## src/rtl/mux4_scan_ctrl_pkg.sv

```systemverilog
// Shared widths, state encodings and enable polarity for the mux4 scan controller.
package mux4_scan_ctrl_pkg;

   localparam int SEL_W  = 2;
   localparam int DATA_W = 4;

   localparam logic [SEL_W-1:0] SEL_LAST = 2'd3;

   // mux4 enable is active-low
   localparam logic ENABLE_ON  = 1'b0;
   localparam logic ENABLE_OFF = 1'b1;

   typedef enum logic [1:0] {
      ST_IDLE = 2'd0,
      ST_SCAN = 2'd1,
      ST_DONE = 2'd2
   } state_e;

   function automatic int cnt_width(input int dwell);
      return (dwell > 1) ? $clog2(dwell) : 1;
   endfunction

endpackage

```

## src/rtl/mux4_scan_ctrl_dwell_timer.sv

```systemverilog
// Dwell counter: counts run cycles and pulses tick on the last cycle of each dwell.
module dwell_timer
   import mux4_scan_ctrl_pkg::*;
#(
   parameter int DWELL = 4
) (
   input  logic clk,
   input  logic rst,
   input  logic clr,
   input  logic run,
   output logic tick
);

   localparam int              CNT_W  = cnt_width(DWELL);
   localparam logic [CNT_W-1:0] CNT_TC = CNT_W'(DWELL - 1);

   logic [CNT_W-1:0] r_cnt;

   assign tick = run && (r_cnt == CNT_TC);

   always_ff @(posedge clk) begin
      if (rst || clr) begin
         r_cnt <= '0;
      end else if (run) begin
         r_cnt <= tick ? '0 : r_cnt + 1'b1;
      end
   end

endmodule

```

## src/rtl/mux4_scan_ctrl.sv

```systemverilog
// Scan sequencer for mux4: latches a word, steps select 0..3 with a dwell per step,
// samples y at the end of each dwell and returns the reconstructed word.
module mux4_scan_ctrl
   import mux4_scan_ctrl_pkg::*;
#(
   parameter int DWELL = 4
) (
   input  logic              clk,
   input  logic              rst,
   input  logic              in_valid,
   output logic              in_ready,
   input  logic [DATA_W-1:0] in_data,
   output logic              enable,
   output logic [SEL_W-1:0]  signal,
   output logic [DATA_W-1:0] data,
   input  logic              y,
   output logic              out_valid,
   input  logic              out_ready,
   output logic [DATA_W-1:0] out_word,
   output logic              out_match
);

   // state   | meaning
   // IDLE    | waiting for an input word, in_ready high, mux4 disabled
   // SCAN    | mux4 enabled, select stepping 0..3, y sampled at end of each dwell
   // DONE    | word captured; out_valid raised one cycle after entry, held until out_ready

   state_e              r_state;
   state_e              w_state_nxt;
   logic                w_accept;
   logic                w_out_hs;
   logic                w_tick;
   logic                w_last;
   logic                w_run;
   logic                r_in_ready;
   logic                r_enable;
   logic [SEL_W-1:0]    r_signal;
   logic [DATA_W-1:0]   r_data;
   logic [DATA_W-1:0]   r_capture;
   logic                r_out_valid;
   logic [DATA_W-1:0]   r_out_word;
   logic                r_out_match;

   assign w_run  = (r_state == ST_SCAN);
   assign w_last = w_tick && (r_signal == SEL_LAST);

   dwell_timer #(
      .DWELL (DWELL)
   ) u_dwell_timer (
      .clk  (clk),
      .rst  (rst),
      .clr  (w_accept),
      .run  (w_run),
      .tick (w_tick)
   );

   always_comb begin
      w_state_nxt = r_state;
      w_accept    = 1'b0;
      w_out_hs    = 1'b0;
      case (r_state)
         ST_IDLE: begin
            if (in_valid && r_in_ready) begin
               w_accept    = 1'b1;
               w_state_nxt = ST_SCAN;
            end
         end
         ST_SCAN: begin
            if (w_last) begin
               w_state_nxt = ST_DONE;
            end
         end
         ST_DONE: begin
            if (r_out_valid && out_ready) begin
               w_out_hs    = 1'b1;
               w_state_nxt = ST_IDLE;
            end
         end
         default: w_state_nxt = ST_IDLE;
      endcase
   end

   always_ff @(posedge clk) begin
      if (rst) begin
         r_state     <= ST_IDLE;
         r_in_ready  <= 1'b1;
         r_enable    <= ENABLE_OFF;
         r_signal    <= '0;
         r_data      <= '0;
         r_capture   <= '0;
         r_out_valid <= 1'b0;
         r_out_word  <= '0;
         r_out_match <= 1'b0;
      end else begin
         r_state    <= w_state_nxt;
         r_in_ready <= (w_state_nxt == ST_IDLE);
         r_enable   <= (w_state_nxt == ST_SCAN) ? ENABLE_ON : ENABLE_OFF;

         if (w_accept) begin
            r_data    <= in_data;
            r_signal  <= '0;
            r_capture <= '0;
         end

         if (w_run && w_tick) begin
            r_capture[r_signal] <= y;
            if (!w_last) begin
               r_signal <= r_signal + 1'b1;
            end
         end

         // publish one cycle after entering DONE so the last sample is included
         if ((r_state == ST_DONE) && !r_out_valid) begin
            r_out_valid <= 1'b1;
            r_out_word  <= r_capture;
            r_out_match <= (r_capture == r_data);
         end else if (w_out_hs) begin
            r_out_valid <= 1'b0;
         end
      end
   end

   assign in_ready  = r_in_ready;
   assign enable    = r_enable;
   assign signal    = r_signal;
   assign data      = r_data;
   assign out_valid = r_out_valid;
   assign out_word  = r_out_word;
   assign out_match = r_out_match;

endmodule
```

## config.mk

```make
export PLATFORM = sky130hd
export DESIGN_NAME = mux4_scan_ctrl
export DESIGN_NICKNAME = d
export VERILOG_FILES = /design/src/rtl/mux4_scan_ctrl_pkg.sv /design/src/rtl/mux4_scan_ctrl_dwell_timer.sv /design/src/rtl/mux4_scan_ctrl.sv
export SDC_FILE = /design/constraint.sdc
export NUM_CORES = 1
export LEC_CHECK = 0
export CAP_MARGIN = 25
export CORE_ASPECT_RATIO = 0.7
export CORE_MARGIN = 2
export CORE_UTILIZATION = 43
export DETAILED_ROUTE_END_ITERATION = 10
export PLACE_DENSITY_LB_ADDON = 0.15
export SLEW_MARGIN = 15
export SYNTH_ARGS = -nofsm -noshare
export SYNTH_HDL_FRONTEND = slang
export SYNTH_SLANG_ARGS = --single-unit
```

## constraint.sdc

```tcl
create_clock -name clk -period 1.4 [get_ports clk]
set_clock_uncertainty 0.2 [all_clocks]
set_input_delay 0.28 -clock clk [delete_from_list [all_inputs] [get_ports clk]]
set_output_delay 0.28 -clock clk [all_outputs]
set_load 0.05 [all_outputs]
```

### After elaboration in Yosys (flattened, before gate mapping)

Cells that the tools add are included.

| word-level totals | value |
|---|---|
| bits in registers | 22 |
| latch bits | 0 |
| memory bits (writable) | 0 |
| memory bits (read-only) | 0 |
| bits of input ports | 9 |
| output and inout port bits | 14 |
| word-level logic and storage cells | 53 |
| memories kept | 0 |

| cells by class | value |
|---|---|
| add/sub/neg operators | 2 |
| multiply operators | 0 |
| divide/modulo/power cells | 0 |
| order comparisons | 2 |
| equality and inequality tests | 6 |
| shifts and indexed selects | 0 |
| mux-type cells | 21 |
| bitwise operators | 0 |
| reduce and logical (&&, ||, !) cells | 12 |

Operator list:

| operator | count |
|---|---|
| $mux W2 | 7 |
| $mux W4 | 3 |
| $mux W1 | 8 |
| $logic_and A1 B1 Y1 | 7 |
| $eq A2 B2 Y1 const B | 3 |
| $pmux W2 S3 | 1 |
| $add A2 B1 Y2 const B | 2 |
| $bwmux W4 | 1 |
| $eq A2 B1 Y1 const B | 2 |
| $eq A4 B4 Y1 | 1 |
| $logic_not A2 Y1 | 2 |
| $lt A2 B3 Y1 const B | 1 |
| $demux W1 S2 | 1 |
| $ge A2 B1 Y1 const B | 1 |
| $reduce_bool A2 Y1 | 1 |
| $logic_not A1 Y1 | 1 |
| $logic_or A1 B1 Y1 | 1 |

### Depth between registers and ports, before layout

Gate-level depths: netlist of run 1.

| logic depth | value |
|---|---|
| word-level depth | 7 |
| mapped depth | 5 |
| gate-level depth less buffers | 5 |

### Modules after synthesis

Synthesis of run 1 repeated with hierarchy kept, for this count alone.

| second synthesis, totals | value |
|---|---|
| cells, all modules | 106 |
| area, all modules | 1026.0 µm² |

Modules (own cells, without submodules):

| module | times used | cells each | area an instance (µm²) | sequential area each (µm²) |
|---|---|---|---|---|
| mux4_scan_ctrl | 1 | 97 | 924.6 | 400.4 |
| dwell_timer | 1 | 9 | 101.3 | 40.0 |

### Least setup slack after synthesis of run 1

OpenSTA, ideal clock, no wires.

| path | value |
|---|---|
| path kind | register -> register |
| start point | register r_signal[0] (netlist: signal[0]) |
| end point | register r_capture[3] |
| library setup time | 0.119 ns |
| data arrival time | 1.280 ns |
| data required time | 1.081 ns |
| setup slack | -0.200 ns |
| stages on the path, launching flop included | 5 |
| path buffers | 0 |
| clock period less this slack | 1.600 ns |
| path through | dfxtp_1 -> ha_1 -> nand4b_1 -> nand3_1 -> a21oi_1 |

| on the way | value |
|---|---|
| word-level cells in the longest chain between the ends | 6 |
| elaborated cells on any way between the ends | 7 |
| classes of those cells | 2 x order compare; 4 x mux; 1 x reduce/logical |

RTL lines:

| what | line | RTL |
|---|---|---|
| start: declaration | mux4_scan_ctrl.sv:37 | `logic [SEL_W-1:0] r_signal;` |
| start signal: assignment | mux4_scan_ctrl.sv:108 | `r_signal <= r_signal + 1'b1;` |
| $lt A2 B3 Y1 (not written as such) / $ge A2 B1 Y1 (equally long branches) | mux4_scan_ctrl.sv:106 | `r_capture[r_signal] <= y;` |
| $logic_and A1 B1 Y1 (not written as such) | mux4_scan_ctrl.sv:106 |  |
| $mux W1 (not written as such) | mux4_scan_ctrl.sv:106 |  |
| $demux W1 S2 (*) | mux4_scan_ctrl.sv:106 |  |
| $bwmux W4 (*) | mux4_scan_ctrl.sv:106 |  |
| $mux W4 (*) | mux4_scan_ctrl.sv:105 | `if (w_run && w_tick) begin` |
| end signal: indexed assignment | mux4_scan_ctrl.sv:106 |  |
| end: declaration | mux4_scan_ctrl.sv:39 | `logic [DATA_W-1:0] r_capture;` |

Mark *: on every way between the ends. The rest lies on a longest branch, timed or not.
A chain may end at the register's enable or synchronous reset.

### Worst setup path after layout of run 1

| path | value |
|---|---|
| start point | register u_dwell_timer.r_cnt[0] |
| end point | register r_signal[0] (netlist: signal[0]) |

| on the way | value |
|---|---|
| word-level cells in the longest chain between the ends | 5 |
| elaborated cells on any way between the ends | 6 |
| classes of those cells | 1 x eq/ne; 2 x mux; 3 x reduce/logical |

RTL lines:

| what | line | RTL |
|---|---|---|
| start: declaration | mux4_scan_ctrl_dwell_timer.sv:17 | `logic [CNT_W-1:0] r_cnt;` |
| start signal: assignment | mux4_scan_ctrl_dwell_timer.sv:25 | `r_cnt <= tick ? '0 : r_cnt + 1'b1;` |
| $eq A2 B2 Y1 (*) | mux4_scan_ctrl_dwell_timer.sv:19 | `assign tick = run && (r_cnt == CNT_TC);` |
| $logic_and A1 B1 Y1 (*) | mux4_scan_ctrl_dwell_timer.sv:19 |  |
| $logic_and A1 B1 Y1 | mux4_scan_ctrl.sv:45 | `assign w_last = w_tick && (r_signal == SEL_LAST);` |
| $mux W2 | mux4_scan_ctrl.sv:107 | `if (!w_last) begin` |
| $mux W2 (*) | mux4_scan_ctrl.sv:105 |  |

Marks and branches as above.

==> impl_metrics.ini, run 1 <==
[status]
status = finished, final reports clean

[global_route]
grt_pass1_vias = 793
grt.total_usage_pct = 18.58
antenna_found_initial = 0
grt_max_degree = 14
grt-ovfl-total = 0
grt_pass1_wl_mm = 3.691

[synth]
synth_top_area_cell = dfxtp_1
synth-seq-cells = 22
netlist.area_leader.share_pct = 44.44
syn_inst = 103
seq_area_frac_synth_pct = 44.44
async_flop_share_pct = 0
ys_top_cells_by_area = dfxtp_1 (44%), mux2i_1 (10%), ha_1 (6.3%)
synth_edf_count = 0
avgSynthCellArea_um2 = 9.621
synthTopCellsByCount = dfxtp_1 (22), nor2_1 (11), mux2i_1 (10)
yosys_warnings = 0
syn-cell-area_um2 = 991.0
synth_ff_type = dfxtp_1
syn-num-nets = 117
synth_cell_types = 30
synth.most_common_cell = dfxtp_1

[cts]
numCtsBuffers = 3
cts_tree = done
clk_pin_slew_ns = 0.12
clockRootBuffer = clkbuf_4
cts_sinks = 22
clk_latency_ns = 0.31
h-tree-depth = 1
cts_hold_buf = 0
clk_path_buf_depth = 2

[critical_path]
r2r_end = signal[0]$_SDFF_PP0_
crit_type = register to register
worst_setup_path_start_kind = register
path_max_fanout = 3
worst_path_max_delay_cell = dfxtp_2
reg2reg_from = u_dwell_timer.r_cnt[0]$_SDFFE_PP0P_
critPathRequiredTime_ns = 1.44
rr_worst_depth = 4
critPathMaxStageDelay_ns = 0.37
critical_path.cell_chain = ha_4 -> nand3b_1 -> or3_1 -> a21oi_1
cp-end-kind = register
ff2ff_setup_slack_ns = 0.02
worst-endpoint-arrival_ns = 1.42

[placement]
hpwl_mm = 1.643
routabilityCongestion = 0.7735
dpl_worst_slack_ns = -0.2075
port_buffers = 22

[route]
routedWlPerCell_um = 13.58
wirelength_mm = 2.282
vias = 863
antenna_left = 0
first_pass_iters = 4
drtIter0Drc = 18
remaining_drc_errors = 0
vias_per_cell = 5.137

[floorplanning]
fp.dieArea_mm2 = 0.002711
start_util_pct = 45.62
fp.dieW_um = 61.38
core-area_mm2 = 0.002172
io_pins = 23
placement_rows = 14
die_y_um = 44.17

[cells_and_area]
drive_gt1_share_pct = 35.29
final_nets = 151
diodes = 0
area_growth_pct = 58.46

[sta]
setup_viol = 0
drv_slew = 0
setup_tns_ns = 0
tightest_slew_ns = 0.2289
relSlewSlack_pct = 84.69
fmax_mhz = 723.9
fin_ws_ns = 0.01852
rsz0062_at_grt = yes
fin_crit_sh_pct = 98.68
layout_min_cycle_time_ns = 1.381
final_hold_viol_count = 0

[min_path]
whs_path_depth = 2
hold_class = register to register
min_to = u_dwell_timer.r_cnt[1]$_SDFFE_PP0P_
min-delay-start = u_dwell_timer.r_cnt[1]$_SDFFE_PP0P_

[flow_run]
maxCapViolCount = 0

[power]
p_leak_nw = 0.5945
peakVddDrop_mv = 0.5747
powerDensity_mw_per_mm2 = 877.0
==> cell usage in the layout, fill, tap and decap left out, types with 4 or more instances in the layout <==
cell type	Yosys	final
dfxtp_2	0	7
xnor2_1	4	4
inv_1	5	4
nand3_1	5	5
clkdlybuf4s50_1	0	8
a21oi_1	9	9
buf_12	0	14
mux2i_1	10	10
dfxtp_1	22	10
dfxtp_4	0	5
nor2_1	11	11
buf_4	2	8
nand2_1	4	4
o211ai_1	5	5
==> area by class of cell <==
cell class                 count  area, um2
inverter                       5      18.77
tap                           32      40.04
clock inverter                 1      30.03
fill                         175      601.8
timing repair buffer          33      454.2
clock buffer                   3      22.52
multi-input combinational     72      536.8
sequential                    22      467.9
==> cell families (layout without fill, tap and decap cells) <==
kind of cell | Yosys count | after routing | share of synthesized area, %
simple gates | 35 | 35 | 20.46
xor+xnor | 4 | 4 | 3.535
mux | 10 | 10 | 10.10
compound gates | 18 | 18 | 10.86
buf+inv | 9 | 42 | 4.292
flops | 22 | 22 | 44.44
fa+ha+maj | 5 | 5 | 6.313
==> through the flow <==
| stage | hold WS (ns) | utilization (%) | area, um2 | cells | power (mW) |
|---|---|---|---|---|---|
| final | 0.3080 | 72.29 | 1570 | 168 | 1.377 |
| after global routing | 0.3353 | 72.29 | 1570 | 168 | 1.437 |
| after CTS | 0.3108 | 70.79 | 1538 | 168 | 1.394 |
| after detailed placement | 0.2766 | 66.88 | 1453 | 163 | 0.9013 |
| after global placement | 0.2741 | 66.88 | 1453 | 163 | 0.8979 |
| after floorplan | 0.1836 | - | 1001 | 103 | 0.7886 |
==> sequential cells by signal (all words and copies together), names as in the netlist <==
signal and flops:
r_state 2, signal 2, out_word 4, out_match 1, in_ready 1, out_valid 1, u_dwell_timer.r_cnt 2, data 4
enable 1, r_capture 4
==> power breakdown <==
part / internal, mW / leakage [nW] / total (mW) / switching [mW]
registers: 0.640 / 0.185 / 0.665 / 0.0249
clock network: 0.290 / 0.0279 / 0.489 / 0.200
logic: 0.120 / 0.382 / 0.223 / 0.102
total: 1.05 / 0.594 / 1.38 / 0.327
==> metal layers <==
layer	track usage, %	wire [um]
met1	23.77	1090
met2	30.43	1038
met3	5.848	122
met4	5.106	31
met5	0	0
==> timing repair <==
| item | 4_1_cts | 5_1_grt |
|---|---|---|
| setup buffers | 2 | 0 |
| pin swaps | 2 | 1 |
| gates resized for setup | 10 | 11 |
| endpoints found under the setup margin | 19 | 17 |
==> critical path: cells and delay by family, from the launching register on <==
kind | cells | cell delay, ns
DFF | 1 | 0.37
and+or+nand+nor | 2 | 0.49
AOI/OAI and AO/OA | 1 | 0.13
adders and majority gates | 1 | 0.13
==> worst max-delay path by stage <==
stage                                             start                      end  slack, ns  depth (start not counted)
global placement                               in_valid     signal[1]$_SDFF_PP0_      -0.18                          5
floorplan           u_dwell_timer.r_cnt[0]$_SDFFE_PP0P_     signal[0]$_SDFF_PP0_      0.004                          4
global route        u_dwell_timer.r_cnt[0]$_SDFFE_PP0P_  r_capture[2]$_SDFF_PP0_      -0.04                          5
finish              u_dwell_timer.r_cnt[0]$_SDFFE_PP0P_     signal[0]$_SDFF_PP0_       0.02                          4
CTS                 u_dwell_timer.r_cnt[0]$_SDFFE_PP0P_     signal[0]$_SDFF_PP0_      -0.03                          4
detailed placement                             in_valid      in_ready$_SDFF_PP1_      -0.21                          4
No activity file was read; power rests on OpenSTA's default activity.
==> run 2: changes to the inputs <==
Settings changed: MAX_ROUTING_LAYER set to met4, PLACE_DENSITY set to 0.73, PLACE_DENSITY_LB_ADDON 0.15 to unset.
==> run 2 against run 1 <==
  * The flow now finishes with violations (negative setup slack)
  * Fmax shrank 4.1%
  * Total power shrank 15%
  * Sequential power grew 1%
  * Routed wire length shrank 2.2%
  * Via count shrank 3.7%
  * Largest power group unchanged
  * Highest routed layer unchanged
==> impl_metrics.ini, run 2 (same netlist as run 1, synthesis figures left out) <==
[status]
failed_checks = negative setup slack
status = complete, but fails checks

[cts]
clk_pin_slew_ns = 0.12
cts_tree = done
numCtsBuffers = 3
clk_path_buf_depth = 2
clockRootBuffer = clkbuf_4
cts_sinks = 22
h-tree-depth = 1
clk_latency_ns = 0.31

[cells_and_area]
instances_no_fill = 169
post-route-cell-area_mm2 = 0.001533
diodes = 0
drive_gt1_share_pct = 34.31
final_cell_mix = buf_12 (14), buf_4 (12), nor2_1 (11), mux2i_1 (10), dfxtp_1 (10)
area_growth_pct = 54.67
final_common_cell = buf_12
final_nets = 153

[floorplanning]
fp.dieArea_mm2 = 0.002711
die_y_um = 44.17
core-area_mm2 = 0.002172
placement_rows = 14
fp.dieW_um = 61.38
io_pins = 23
start_util_pct = 45.62

[critical_path]
ff2ff_setup_slack_ns = -0.04
rr_worst_depth = 4
cp-end-kind = register
worst_path_max_delay_cell = dfxtp_2
path_max_fanout = 3
critPathRequiredTime_ns = 1.44
critPathMaxStageDelay_ns = 0.38
worst-endpoint-arrival_ns = 1.48
worst_setup_path_start_kind = register
crit_type = register to register
critical_path.cell_chain = ha_4 -> nand3b_1 -> or3_1 -> a21oi_2
crit_buf_inv = 0
reg2reg_from = u_dwell_timer.r_cnt[1]$_SDFFE_PP0P_
cp_top_family = simple AND/OR/NAND/NOR gates
r2r_end = signal[0]$_SDFF_PP0_

[route]
vias_per_cell = 4.917
routedWlPerCell_um = 13.21
remaining_drc_errors = 0
vias = 831
first_pass_iters = 4
drtIter0Drc = 27
wirelength_mm = 2.232
antenna_left = 0

[sta]
fin_ws_ns = -0.04054
rsz0062_at_grt = yes
relSlewSlack_pct = 83.93
fin_crit_sh_pct = 102.9
fmax_mhz = 694.2
fin_hold_ws_ns = 0.3149
final_hold_viol_count = 0
tightest_slew_ns = 0.2403
drv_slew = 0
setup_viol = 1
layout_min_cycle_time_ns = 1.441

[power]
p_leak_nw = 0.5886
powerDensity_mw_per_mm2 = 767.7
peakVddDrop_mv = 0.4160

[min_path]
min-delay-start = r_capture[3]$_SDFF_PP0_
hold_class = register to register
whs_path_depth = 2
min_to = r_capture[3]$_SDFF_PP0_

[global_route]
grt_pass1_wl_mm = 3.691
antenna_found_initial = 0
grt_max_degree = 13
grt.total_usage_pct = 19.26
grt-ovfl-total = 0
grt_pass1_vias = 817

[placement]
routabilityCongestion = 0.7987
dp_cells = 163
dpl_worst_slack_ns = -0.2030
hpwl_mm = 1.642
port_buffers = 22
dpl_cell_area_mm2 = 0.001453

[flow_run]
maxCapViolCount = 0
run 2: power by group:
group	leakage [nW]	internal, mW	switching (mW)
Combinational	0.390	0.119	0.101
Clock	0.0138	0.101	0.184
Sequential	0.184	0.644	0.0278
run 2: how the worst max path moves through the flow:
stage	end	depth (start not counted)	slack, ns	startpoint
5_1_grt	signal[0]$_SDFF_PP0_	4	-0.08	u_dwell_timer.r_cnt[1]$_SDFFE_PP0P_
4_1_cts	data[3]	1	0.0004	data[3]$_SDFFE_PP0P_
2_1_floorplan	signal[0]$_SDFF_PP0_	4	0.004	u_dwell_timer.r_cnt[0]$_SDFFE_PP0P_
6_report	signal[0]$_SDFF_PP0_	4	-0.04	u_dwell_timer.r_cnt[1]$_SDFFE_PP0P_
3_3_place_gp	data[1]$_SDFFE_PP0P_	5	-0.17	in_valid
3_5_place_dp	data[2]$_SDFFE_PP0P_	5	-0.20	in_valid
run 2: layout make-up:
class	instances	area (um2)
flip-flops and latches	22	462.9
well taps	32	40.04
repair buffers	35	461.7
multi-input cells	72	526.8
fillers	183	639.4
inverters	5	18.77
clock buffers	3	22.52
run 2: per-stage QoR:
stage               util, %  TNS (ns)  power, mW
global placement      66.88    -2.366     0.8938
floorplan                 -         0     0.7886
global route          70.56   -0.2210      1.227
finish                70.56  -0.04054      1.177
detailed placement    66.88    -2.945     0.9001
CTS                   68.61         0      1.173
run 2: worst reg2reg max path: stages, from the launching register on:
cell and delay, ns:
dfxtp_2 0.38, ha_4 0.15, nand3b_1 0.14, or3_1 0.36, a21oi_2 0.15
run 2: timing repair:
| item | 4_1_cts | 5_1_grt |
|---|---|---|
| resized for setup | 5 | 9 |
| pin swaps | 0 | 5 |
| hold buffers | 0 | 0 |
| setup buffers | 2 | 2 |
| setup endpoints to repair | 15 | 17 |
run 2: per-layer routing:
layer  vias to the layer above  global-route usage, %  part of all wire, %
met5                         -                      -                    0
met4                         0                  5.106                  1.3
met3                         4                  5.556                  4.2
met2                        19                  28.30                   46
met1                       382                  26.09                   49
li1                        426                      -                    -
==> run 3: changes to the inputs <==
Settings changed: CORE_UTILIZATION 43 to 35, GPL_ROUTABILITY_DRIVEN set to 0, MAX_ROUTING_LAYER met4 to unset, PLACE_DENSITY 0.73 to unset.
==> run 3 against run 2 <==
  * The flow now finishes without violations
  * Global-route usage shrank 4.7 points
  * Critical endpoint is now r_capture[0]$_SDFF_PP0_
  * Worst hold slack lost 0.014 ns
  * Die area is 21% higher
  * Largest cell class unchanged
  * Clock-buffer cell count did not move
  * Sequential power decreased by 0.9%
==> impl_metrics.ini, run 3 (same netlist as run 1, synthesis figures left out) <==
[cts]
cts_tree = done
cts_hold_buf = 0
clk_path_buf_depth = 2
clockRootBuffer = clkbuf_8
clk_pin_slew_ns = 0.07
cts_sinks = 22
h-tree-depth = 1
numCtsBuffers = 3
cts_setup_buffers = 0
clk_latency_ns = 0.25

[placement]
hpwl_mm = 1.709
dpl_cell_area_mm2 = 0.001488
port_buffers = 22

[sta]
tightest_slew_ns = 0.3026
fmax_mhz = 733.9
setup_tns_ns = 0
drv_slew = 0
relSlewSlack_pct = 79.76
setup_viol = 0
final_hold_viol_count = 0
layout_min_cycle_time_ns = 1.363
fin_crit_sh_pct = 97.33
rsz0062_at_grt = yes

[floorplanning]
die_y_um = 48.52
placement_rows = 16
fp.dieW_um = 67.60
start_util_pct = 36.13
core-area_mm2 = 0.002743
io_pins = 23
fp.dieArea_mm2 = 0.003280

[global_route]
grt_max_degree = 12
grt_pass1_vias = 828
grt.total_usage_pct = 14.58
grt_pass1_wl_mm = 3.670
grt-ovfl-total = 0
antenna_found_initial = 0

[flow_run]
maxCapViolCount = 0

[critical_path]
endpoint = r_capture[0]$_SDFF_PP0_
crit_type = register to register
cp_top_family = flip-flops
r2r_end = r_capture[0]$_SDFF_PP0_
worst-endpoint-arrival_ns = 1.31
cp.depth = 5
crit_buf_inv = 1
critPathMaxStageDelay_ns = 0.36
reg2reg_from = u_dwell_timer.r_cnt[0]$_SDFFE_PP0P_
critPathLaunch = u_dwell_timer.r_cnt[0]$_SDFFE_PP0P_
critPathRequiredTime_ns = 1.34
cp-end-kind = register
critical_path.cell_chain = ha_4 -> nand3b_1 -> buf_4 -> o211ai_1 -> a21oi_1
worst_path_max_delay_cell = dfxtp_2
rr_worst_depth = 5
worst_setup_path_start_kind = register
ff2ff_setup_slack_ns = 0.04
path_max_fanout = 3

[cells_and_area]
area_growth_pct = 57.45
fillers = 236
diodes = 0
post-route-cell-area_mm2 = 0.001560
final_nets = 154
final_cell_mix = dfxtp_1 (14), buf_12 (14), buf_4 (12), nor2_1 (11), mux2i_1 (10)
drive_gt1_share_pct = 31.88

[power]
comb_power_share_pct = 17.6
p_leak_nw = 0.5984
p_sw_share_pct = 25.07
power_frac_clock_pct = 30.0
peakVddDrop_mv = 0.4753
powerDensity_mw_per_mm2 = 814.3
p_seq_share_pct = 52.4
power_mw = 1.271
p_int_mw = 0.9520
p_sw_mw = 0.3186

[route]
remaining_drc_errors = 0
wirelength_mm = 2.183
vias = 859
drtIter0Drc = 29
antenna_left = 0
routedWlPerCell_um = 12.55
vias_per_cell = 4.937
first_pass_iters = 4

[min_path]
hold_class = register to register

[status]
status = finished, final reports clean
==> run 3: changes by cell type in the layout (fill, tap and decap cells not counted), sizes merged <==
cell | previous run | this run
buf | 27 | 28
==> run 3: worst min-delay path by stage <==
stage,from,cells after the start,endpoint
after floorplan,rst,2,enable$_SDFF_PP1_
after global placement,u_dwell_timer.r_cnt[1]$_SDFFE_PP0P_,2,u_dwell_timer.r_cnt[1]$_SDFFE_PP0P_
after detailed placement,u_dwell_timer.r_cnt[1]$_SDFFE_PP0P_,2,u_dwell_timer.r_cnt[1]$_SDFFE_PP0P_
after CTS,u_dwell_timer.r_cnt[1]$_SDFFE_PP0P_,2,u_dwell_timer.r_cnt[1]$_SDFFE_PP0P_
after global routing,u_dwell_timer.r_cnt[1]$_SDFFE_PP0P_,2,u_dwell_timer.r_cnt[1]$_SDFFE_PP0P_
final,u_dwell_timer.r_cnt[1]$_SDFFE_PP0P_,2,u_dwell_timer.r_cnt[1]$_SDFFE_PP0P_
==> run 3: final cells by class <==
class | count | area (um2) | share of cell area, %
flip-flops and latches | 22 | 457.9 | 29.35
well taps | 36 | 45.04 | 2.887
multi-input cells | 72 | 524.3 | 33.60
repair buffers | 36 | 473.0 | 30.31
clock buffers | 3 | 41.29 | 2.646
inverters | 5 | 18.77 | 1.203
==> run 3: power by group through the flow <==
| stage | logic, mW | registers [mW] | clock network, mW |
|---|---|---|---|
| 5_1_grt | 0.239 | 0.669 | 0.423 |
| 6_report | 0.224 | 0.666 | 0.381 |
| 4_1_cts | 0.224 | 0.671 | 0.387 |
| 2_1_floorplan | 0.0733 | 0.715 | 0 |
| 3_3_place_gp | 0.218 | 0.683 | 0 |
| 3_5_place_dp | 0.222 | 0.685 | 0 |
==> run 3: routing by layer <==
metal	routed length, um	vias to the layer above	GRT usage, %
met3	80	2	4.884
met5	0	-	0
li1	-	429	-
met4	22	0	3.061
met2	1014	14	22.22
met1	1065	414	19.91
==> run 3: timing repair <==
item                                    4_1_cts  5_1_grt
pin swaps                                     1        3
endpoints found under the setup margin       14       12
gates resized for setup                       4        7
==> run 3: metrics by stage <==
stage               hold WS [ns]  cells  setup WS, ns  utilization, %
floorplan                 0.1836    103      0.003579               -
global placement          0.2745    171       -0.1691           54.24
finish                    0.3014    174       0.03737           56.89
CTS                       0.2861    174      0.009024           55.93
global route              0.3304    174      -0.03926           56.89
detailed placement        0.2818    171       -0.2158           54.24
==> run 3: tightest hold or removal path: cells and delay by family, from the launching register on <==
family,cells,cell delay (ns)
AO/OA/AOI/OAI,2,0.13
flip-flops,1,0.34
